==> src/rtl/muldiv_seq_pkg.sv <==
// Shared definitions for the sequential multiply/divide unit: ALU op
// encodings, FSM state type and iteration-mode type.
package muldiv_seq_pkg;

  localparam int unsigned ALU_OP_W = 3;

  localparam logic [ALU_OP_W-1:0] ALU_AND  = 3'b000;
  localparam logic [ALU_OP_W-1:0] ALU_OR   = 3'b001;
  localparam logic [ALU_OP_W-1:0] ALU_ADD  = 3'b010;
  localparam logic [ALU_OP_W-1:0] ALU_SUB  = 3'b011;
  localparam logic [ALU_OP_W-1:0] ALU_SLT  = 3'b100;
  localparam logic [ALU_OP_W-1:0] ALU_DIV  = 3'b101;
  localparam logic [ALU_OP_W-1:0] ALU_NOP  = 3'b110;
  localparam logic [ALU_OP_W-1:0] ALU_MULT = 3'b111;

  typedef enum logic [2:0] {
    ST_IDLE = 3'd0,
    ST_MUL  = 3'd1,
    ST_DIV  = 3'd2,
    ST_FIX  = 3'd3,
    ST_DONE = 3'd4
  } state_t;

  typedef enum logic {
    STEP_MUL = 1'b0,
    STEP_DIV = 1'b1
  } step_mode_t;

endpackage

==> src/rtl/muldiv_seq_if.sv <==
// Request/result bundle between the pipeline (master) and muldiv_seq (slave).
interface muldiv_seq_if #(
  parameter int unsigned WIDTH = 32
);
  import muldiv_seq_pkg::*;

  logic                start;
  logic [ALU_OP_W-1:0] alu_op;
  logic [WIDTH-1:0]    op_a;
  logic [WIDTH-1:0]    op_b;
  logic [WIDTH-1:0]    hi;
  logic [WIDTH-1:0]    lo;
  logic                busy;
  logic                done;
  logic                div_zero;

  modport master (
    output start, alu_op, op_a, op_b,
    input  hi, lo, busy, done, div_zero
  );

  modport slave (
    input  start, alu_op, op_a, op_b,
    output hi, lo, busy, done, div_zero
  );

endinterface

==> src/rtl/muldiv_step.sv <==
// One combinational iteration: shift-add (multiply, LSB first) or restoring
// shift-subtract (divide, quotient MSB first) on a 2*WIDTH accumulator.
module muldiv_step
  import muldiv_seq_pkg::*;
#(
  parameter int unsigned WIDTH = 32
) (
  input  step_mode_t         mode,
  input  logic [2*WIDTH-1:0] acc,
  input  logic [WIDTH-1:0]   operand,
  output logic [2*WIDTH-1:0] acc_nxt_c
);

  logic [WIDTH:0] addend;
  logic [WIDTH:0] sum;
  logic [WIDTH:0] rem_sh;
  logic [WIDTH:0] diff;

  // Multiply keeps the running product in the upper half and the unconsumed
  // multiplier bits in the lower half; divide keeps {remainder, dividend/quotient}.
  always_comb begin
    addend    = acc[0] ? {1'b0, operand} : '0;
    sum       = {1'b0, acc[2*WIDTH-1:WIDTH]} + addend;
    rem_sh    = acc[2*WIDTH-1:WIDTH-1];
    diff      = rem_sh - {1'b0, operand};
    acc_nxt_c = acc;
    if (mode == STEP_MUL) begin
      acc_nxt_c = {sum, acc[WIDTH-1:1]};
    end else if (!diff[WIDTH]) begin
      acc_nxt_c = {diff[WIDTH-1:0], acc[WIDTH-2:0], 1'b1};
    end else begin
      acc_nxt_c = {rem_sh[WIDTH-1:0], acc[WIDTH-2:0], 1'b0};
    end
  end

endmodule

==> src/rtl/muldiv_seq.sv <==
// Sequential multiply/divide unit, one iteration per cycle.
// Define MULDIV_SIGNED_EN for two's-complement operands (adds a FIX cycle).
module muldiv_seq
  import muldiv_seq_pkg::*;
#(
  parameter int unsigned WIDTH = 32,
  parameter int unsigned CNT_W = 6
) (
  input logic        clk,
  input logic        reset,
  muldiv_seq_if.slave bus
);

  state_t             state;
  logic [CNT_W-1:0]   cnt;
  logic [2*WIDTH-1:0] acc;
  logic [WIDTH-1:0]   opnd;
  logic [WIDTH-1:0]   hi_r;
  logic [WIDTH-1:0]   lo_r;
  logic               busy_r;
  logic               done_r;
  logic               div_zero_r;

  logic [WIDTH-1:0]   a_in_c;
  logic [WIDTH-1:0]   b_in_c;
  logic [2*WIDTH-1:0] step_nxt_c;
  step_mode_t         mode_c;
  logic               last_c;

`ifdef MULDIV_SIGNED_EN
  logic               neg_a;
  logic               neg_b;
  logic               is_div;
  logic [2*WIDTH-1:0] prod_fix_c;
  logic [WIDTH-1:0]   quo_fix_c;
  logic [WIDTH-1:0]   rem_fix_c;

  // Iterate on magnitudes; the most negative value maps onto itself as unsigned.
  always_comb begin
    a_in_c = bus.op_a[WIDTH-1] ? (~bus.op_a + 1'b1) : bus.op_a;
    b_in_c = bus.op_b[WIDTH-1] ? (~bus.op_b + 1'b1) : bus.op_b;
  end

  always_comb begin
    prod_fix_c = (neg_a ^ neg_b) ? (~acc + 1'b1) : acc;
    quo_fix_c  = (neg_a ^ neg_b) ? (~acc[WIDTH-1:0] + 1'b1) : acc[WIDTH-1:0];
    rem_fix_c  = neg_a ? (~acc[2*WIDTH-1:WIDTH] + 1'b1) : acc[2*WIDTH-1:WIDTH];
  end
`else
  always_comb begin
    a_in_c = bus.op_a;
    b_in_c = bus.op_b;
  end
`endif

  assign mode_c = (state == ST_DIV) ? STEP_DIV : STEP_MUL;
  assign last_c = (cnt == CNT_W'(WIDTH - 1));

  muldiv_step #(.WIDTH(WIDTH)) u_step (
    .mode      (mode_c),
    .acc       (acc),
    .operand   (opnd),
    .acc_nxt_c (step_nxt_c)
  );

  // Control FSM with counter, operand and result registers.
  always_ff @(posedge clk or posedge reset) begin
    if (reset) begin
      state      <= ST_IDLE;
      cnt        <= '0;
      acc        <= '0;
      opnd       <= '0;
      hi_r       <= '0;
      lo_r       <= '0;
      busy_r     <= 1'b0;
      done_r     <= 1'b0;
      div_zero_r <= 1'b0;
`ifdef MULDIV_SIGNED_EN
      neg_a      <= 1'b0;
      neg_b      <= 1'b0;
      is_div     <= 1'b0;
`endif
    end else begin
      done_r <= 1'b0;
      case (state)
        ST_IDLE: begin
          if (bus.start && (bus.alu_op == ALU_MULT)) begin
            acc        <= {{WIDTH{1'b0}}, b_in_c};
            opnd       <= a_in_c;
            cnt        <= '0;
            busy_r     <= 1'b1;
            div_zero_r <= 1'b0;
            state      <= ST_MUL;
`ifdef MULDIV_SIGNED_EN
            neg_a      <= bus.op_a[WIDTH-1];
            neg_b      <= bus.op_b[WIDTH-1];
            is_div     <= 1'b0;
`endif
          end else if (bus.start && (bus.alu_op == ALU_DIV)) begin
            busy_r <= 1'b1;
            if (bus.op_b != '0) begin
              acc        <= {{WIDTH{1'b0}}, a_in_c};
              opnd       <= b_in_c;
              cnt        <= '0;
              div_zero_r <= 1'b0;
              state      <= ST_DIV;
`ifdef MULDIV_SIGNED_EN
              neg_a      <= bus.op_a[WIDTH-1];
              neg_b      <= bus.op_b[WIDTH-1];
              is_div     <= 1'b1;
`endif
            end else begin
              hi_r       <= bus.op_a;
              lo_r       <= '1;
              div_zero_r <= 1'b1;
              done_r     <= 1'b1;
              state      <= ST_DONE;
            end
          end
        end
        ST_MUL, ST_DIV: begin
          acc <= step_nxt_c;
          cnt <= cnt + 1'b1;
          if (last_c) begin
`ifdef MULDIV_SIGNED_EN
            state  <= ST_FIX;
`else
            hi_r   <= step_nxt_c[2*WIDTH-1:WIDTH];
            lo_r   <= step_nxt_c[WIDTH-1:0];
            done_r <= 1'b1;
            state  <= ST_DONE;
`endif
          end
        end
`ifdef MULDIV_SIGNED_EN
        ST_FIX: begin
          if (is_div) begin
            hi_r <= rem_fix_c;
            lo_r <= quo_fix_c;
          end else begin
            hi_r <= prod_fix_c[2*WIDTH-1:WIDTH];
            lo_r <= prod_fix_c[WIDTH-1:0];
          end
          done_r <= 1'b1;
          state  <= ST_DONE;
        end
`endif
        ST_DONE: begin
          busy_r <= 1'b0;
          state  <= ST_IDLE;
        end
        default: begin
          busy_r <= 1'b0;
          state  <= ST_IDLE;
        end
      endcase
    end
  end

  assign bus.hi       = hi_r;
  assign bus.lo       = lo_r;
  assign bus.busy     = busy_r;
  assign bus.done     = done_r;
  assign bus.div_zero = div_zero_r;

endmodule

==> src/flat_wrapper.sv <==
// flat-port wrapper written by rule: the top's interface ports become plain ports
module muldiv_seq_flat import muldiv_seq_pkg::*;
#(
  parameter int unsigned WIDTH = 32,
  parameter int unsigned CNT_W = 6
)
  (clk, reset, bus_start, bus_alu_op, bus_op_a, bus_op_b, bus_hi, bus_lo, bus_busy, bus_done, bus_div_zero);
  muldiv_seq_if #(.WIDTH(WIDTH)) bus_i ();
  input logic clk;
  input logic reset;
  input wire logic [$bits(bus_i.start)-1:0] bus_start;
  input wire logic [$bits(bus_i.alu_op)-1:0] bus_alu_op;
  input wire logic [$bits(bus_i.op_a)-1:0] bus_op_a;
  input wire logic [$bits(bus_i.op_b)-1:0] bus_op_b;
  output wire logic [$bits(bus_i.hi)-1:0] bus_hi;
  output wire logic [$bits(bus_i.lo)-1:0] bus_lo;
  output wire logic [$bits(bus_i.busy)-1:0] bus_busy;
  output wire logic [$bits(bus_i.done)-1:0] bus_done;
  output wire logic [$bits(bus_i.div_zero)-1:0] bus_div_zero;
  assign bus_i.start = bus_start;
  assign bus_i.alu_op = bus_alu_op;
  assign bus_i.op_a = bus_op_a;
  assign bus_i.op_b = bus_op_b;
  assign bus_hi = bus_i.hi;
  assign bus_lo = bus_i.lo;
  assign bus_busy = bus_i.busy;
  assign bus_done = bus_i.done;
  assign bus_div_zero = bus_i.div_zero;
  muldiv_seq #(.WIDTH(WIDTH), .CNT_W(CNT_W)) u_core (.clk(clk), .reset(reset), .bus(bus_i));
endmodule
==> config.mk <==
export PLATFORM = sky130hd
export DESIGN_NAME = muldiv_seq_flat
export DESIGN_NICKNAME = d
export VERILOG_FILES = /design/src/rtl/muldiv_seq_pkg.sv /design/src/rtl/muldiv_seq_if.sv /design/src/rtl/muldiv_step.sv /design/src/rtl/muldiv_seq.sv /design/src/flat_wrapper.sv
export SDC_FILE = /design/constraint.sdc
export NUM_CORES = 1
export LEC_CHECK = 0
export BUFFER_PORTS_ARGS = -buffer_cell sky130_fd_sc_hd__buf_2
export CORE_ASPECT_RATIO = 2
export CORE_MARGIN = 2
export CORE_UTILIZATION = 35
export CTS_CLUSTER_DIAMETER = 200
export CTS_CLUSTER_SIZE = 40
export DETAILED_ROUTE_END_ITERATION = 8
export GPL_ROUTABILITY_DRIVEN = 1
export HOLD_SLACK_MARGIN = 0.05
export SLEW_MARGIN = 30
export SYNTH_ARGS = -nofsm -noshare
export SYNTH_HDL_FRONTEND = slang
export SYNTH_SLANG_ARGS = --single-unit
==> constraint.sdc <==
create_clock -name clk -period 5.1 [get_ports clk]
set_clock_uncertainty 0.2 [all_clocks]
set_input_delay 0 -clock clk [delete_from_list [all_inputs] [get_ports clk]]
set_output_delay 0 -clock clk [all_outputs]
set_load 0.01 [all_outputs]
==> flow_summary_export.csv <==
group,metric,value,unit
yosys,synth_common_cells,"nand2_1 (349), dfrtp_1 (172), nor2_1 (134)",
yosys,netlist.area_leader.share,34.7,%
worst_setup_path,startpoint_type,"flop",
die,num_rows,97,
min_path,worstHoldEndpoint,"u_core.opnd[13]",
die,die-area,37100,um^2
yosys,synth_edf_count,0,
timing,fmax,0.247,GHz
grt,grt_pass1_wl,71200,um
timing,final.period_utilization,79.3,%
final_layout,area_growth,21.5,%
worst_setup_path,worst_ep_arrival_time,4.19,ns
clocking,clkSinkCount,172,
pwr,p_leak,7.08,nW
yosys,synth_top_area_cell,"dfrtp_1",
final_layout,final_layout_size_suffix_gt1_share,12.5,%
worst_setup_path,required,5.25,ns
status,outcome,"complete, no violations",
min_path,holdPathStages,4,
timing,tns,0,ns
yosys,synthTopCellsByArea,"dfrtp_1 (35%), nand2_1 (11%), ha_1 (6.6%)",
place,place_congestion,0.995,
yosys,ys_ff_latch,172,
timing,worstMarginPinSlew,0.917,ns
final_layout,stdcell_count,2209,
timing,fin_ws,1.06,ns
grt,grt_usage,24.9,%
yosys,seq_area_frac_synth,34.7,%
yosys,yosys_warnings,0,
die,die_w,137,um
worst_setup_path,rr_endpoint,"u_core.bus.hi[13]",
worst_setup_path,r2r_start,"u_core.acc[0]",
final_layout,n_antenna_cell,0,
detailed_routing,avgViaCountPerCell,5.68,
yosys,synthCells,1572,
timing,drv_slew,0,
clocking,clkTransAtPathRegs,0.07,ns
detailed_routing,ant_nets,0,
yosys,synth.avg_cell_area,7.90,um^2
worst_setup_path,crit_path_end_kind,"flop",
run,maxCapViolCount,0,
grt,first_global_vias,12612,
clocking,cts_buffer_depth,2,
pwr,vdd_drop_max,0.000412,V
timing,rsz0062_at_grt,"no",
grt,grt_remaining_overflow,0,
final_layout,nets,1888,
grt,met2_usage,44.2,%
grt,grt_use_met3,2.55,%
die,die_h,270,um
detailed_routing,first_pass_iters,6,
die,core-area,35000,um^2
clocking,cts_root_buffer,"clkbuf_16",
yosys,ys.flop_type,"dfrtp_1",
die,start_util,35.5,%
detailed_routing,wl,45600,um
yosys,ys_types,78,
detailed_routing,drtIter0Drc,844,
grt,top_usage_layer,"met2",
clocking,cts_tree,"built",
worst_setup_path,r2r_setup_slack,1.06,ns
yosys,syn_nets,1709,
place,dp_hpwl,33600,um
min_path,hp-class,"input pin to flop",
grt,grt_max_degree,83,
clocking,htreeDepth,4,
min_path,hold_start,"bus_op_b[13]",
grt,antenna_found_initial,0,
timing,finalHoldViolCount,0,
timing,setup_violations,0,
clocking,cts_resized,0,
yosys,syn-cell-area,12400,um^2
final_layout,seq_area,4300,um^2
place,port-buffer-count,136,
timing,timing.final.crit_period,4.04,ns
worst_setup_path,crit_fanout,21,
timing,max_slew_margin,38.5,%
detailed_routing,via_count,12539,
clocking,clkLatencyLatePin,0.45,ns
place,dp_cells,2076,
final_layout,num-fill-cells,3592,
pwr,power.density,719,nW/um^2
detailed_routing,drc,0,
timing,hold_ws,0.189,ns
yosys,synth.most_common_cell,"nand2_1",
place,preCtsSetupSlack,1.13,ns
worst_setup_path,crit_type,"flop to flop",
yosys,async_flop_share,100,%
die,ios,137,
clocking,cts_buffers,17,
final_layout,multi_input_area,7560,um^2
detailed_routing,wl_per_cell,20.7,um
worst_setup_path,reg2reg_depth,12,
grt,use_met1,29.1,%
==> worst max-delay path, stage by stage (launching register included) <==
cell and delay, ns:
dfrtp_1 0.65, and2_1 0.28, ha_1 0.24, fa_1 0.47
a211oi_1 0.27, nor2_1 0.13, o21ai_0 0.37, o21ai_0 0.36
a21oi_1 0.27, xnor2_1 0.13, nor2_1 0.06, a311o_1 0.34
a31oi_1 0.17
==> kinds of logic after synthesis <==
logic type | count (synthesis) | synth area share [%]
adder cells (fa/ha/maj) | 67 | 6.87
flip-flops | 172 | 34.7
AO/OA/AOI/OAI | 435 | 23.8
multiplexers | 28 | 2.37
AND/OR/NAND/NOR | 667 | 23.8
buffers and inverters | 151 | 4.80
XOR/XNOR | 52 | 3.67
==> metrics by stage <==
stage | total power (W) | instance area [um^2] | util, %
final | 0.0108 | 15100 | 43.1
after global routing | 0.0116 | 15100 | 43.1
after CTS | 0.0108 | 15100 | 43.1
after detailed placement | 0.00916 | 13500 | 38.5
after global placement | 0.00912 | 13500 | 38.5
after floorplan | 0.00721 | 12400 | -
==> flip-flops by register name (all words and copies together), names as in the netlist <==
register / cells
u_core.acc: 64
u_core.bus.busy: 1
u_core.bus.div_zero: 1
u_core.bus.done: 1
u_core.bus.hi: 32
u_core.bus.lo: 32
u_core.cnt: 6
u_core.opnd: 32
u_core.state: 3
==> timing repair <==
item                                   CTS  global route
hold buffers                           101             0
endpoints found under the hold margin  177             0
buffers inserted                         0             0
==> placed cells by master (no fill, tap or decap), drive strengths merged, types with 13 or more instances in the layout <==
cell	n
clkbuf	18
a21oi	81
a31oi	46
nor2	134
o21bai	13
buf	159
xor2	21
a311oi	30
xnor2	31
ha	65
nor3	16
and3	39
nand4	23
inv	55
and2	37
o211ai	13
nand2	349
nand3	26
dlygate4sd3	101
a211oi	18
mux2i	20
o21a	14
dfrtp	172
o21ai	96
a21o	44
==> power breakdown <==
part / internal [W] / leakage [nW] / switching [W]
Sequential: 0.00181 / 1.93 / 0.000510
Combinational: 0.00284 / 4.86 / 0.00433
Clock: 0.000745 / 0.286 / 0.000617
Total: 0.00539 / 7.08 / 0.00545
==> worst max-delay path by stage <==
| stage | depth (start not counted) | from | end | slack, ns |
|---|---|---|---|---|
| 2_1_floorplan | 1 | reset | u_core.acc[0] | 0.24 |
| 3_3_place_gp | 13 | u_core.acc[31] | u_core.bus.hi[2] | 1.22 |
| 3_5_place_dp | 12 | u_core.acc[0] | u_core.bus.hi[13] | 1.13 |
| 4_1_cts | 12 | u_core.acc[0] | u_core.bus.hi[13] | 1.07 |
| 5_1_grt | 12 | u_core.acc[0] | u_core.bus.hi[13] | 0.82 |
| 6_report | 12 | u_core.acc[0] | u_core.bus.hi[13] | 1.06 |
==> per-layer routing <==
layer | wire length [um] | vias to the layer above
met5 | 0 | -
met4 | 2370 | 0
met3 | 1820 | 110
met2 | 23800 | 421
met1 | 17700 | 6066
li1 | - | 5942
==> final cells by class <==
type	instances	area share [%]
Clock buffer	18	2.91
Clock inverter	14	1.04
Inverter	51	1.30
Multi-Input combinational cell	1249	50.1
Sequential cell	172	28.5
Tap cell	445	3.69
Timing Repair Buffer	260	12.4
(Power assumes the default switching activity.)
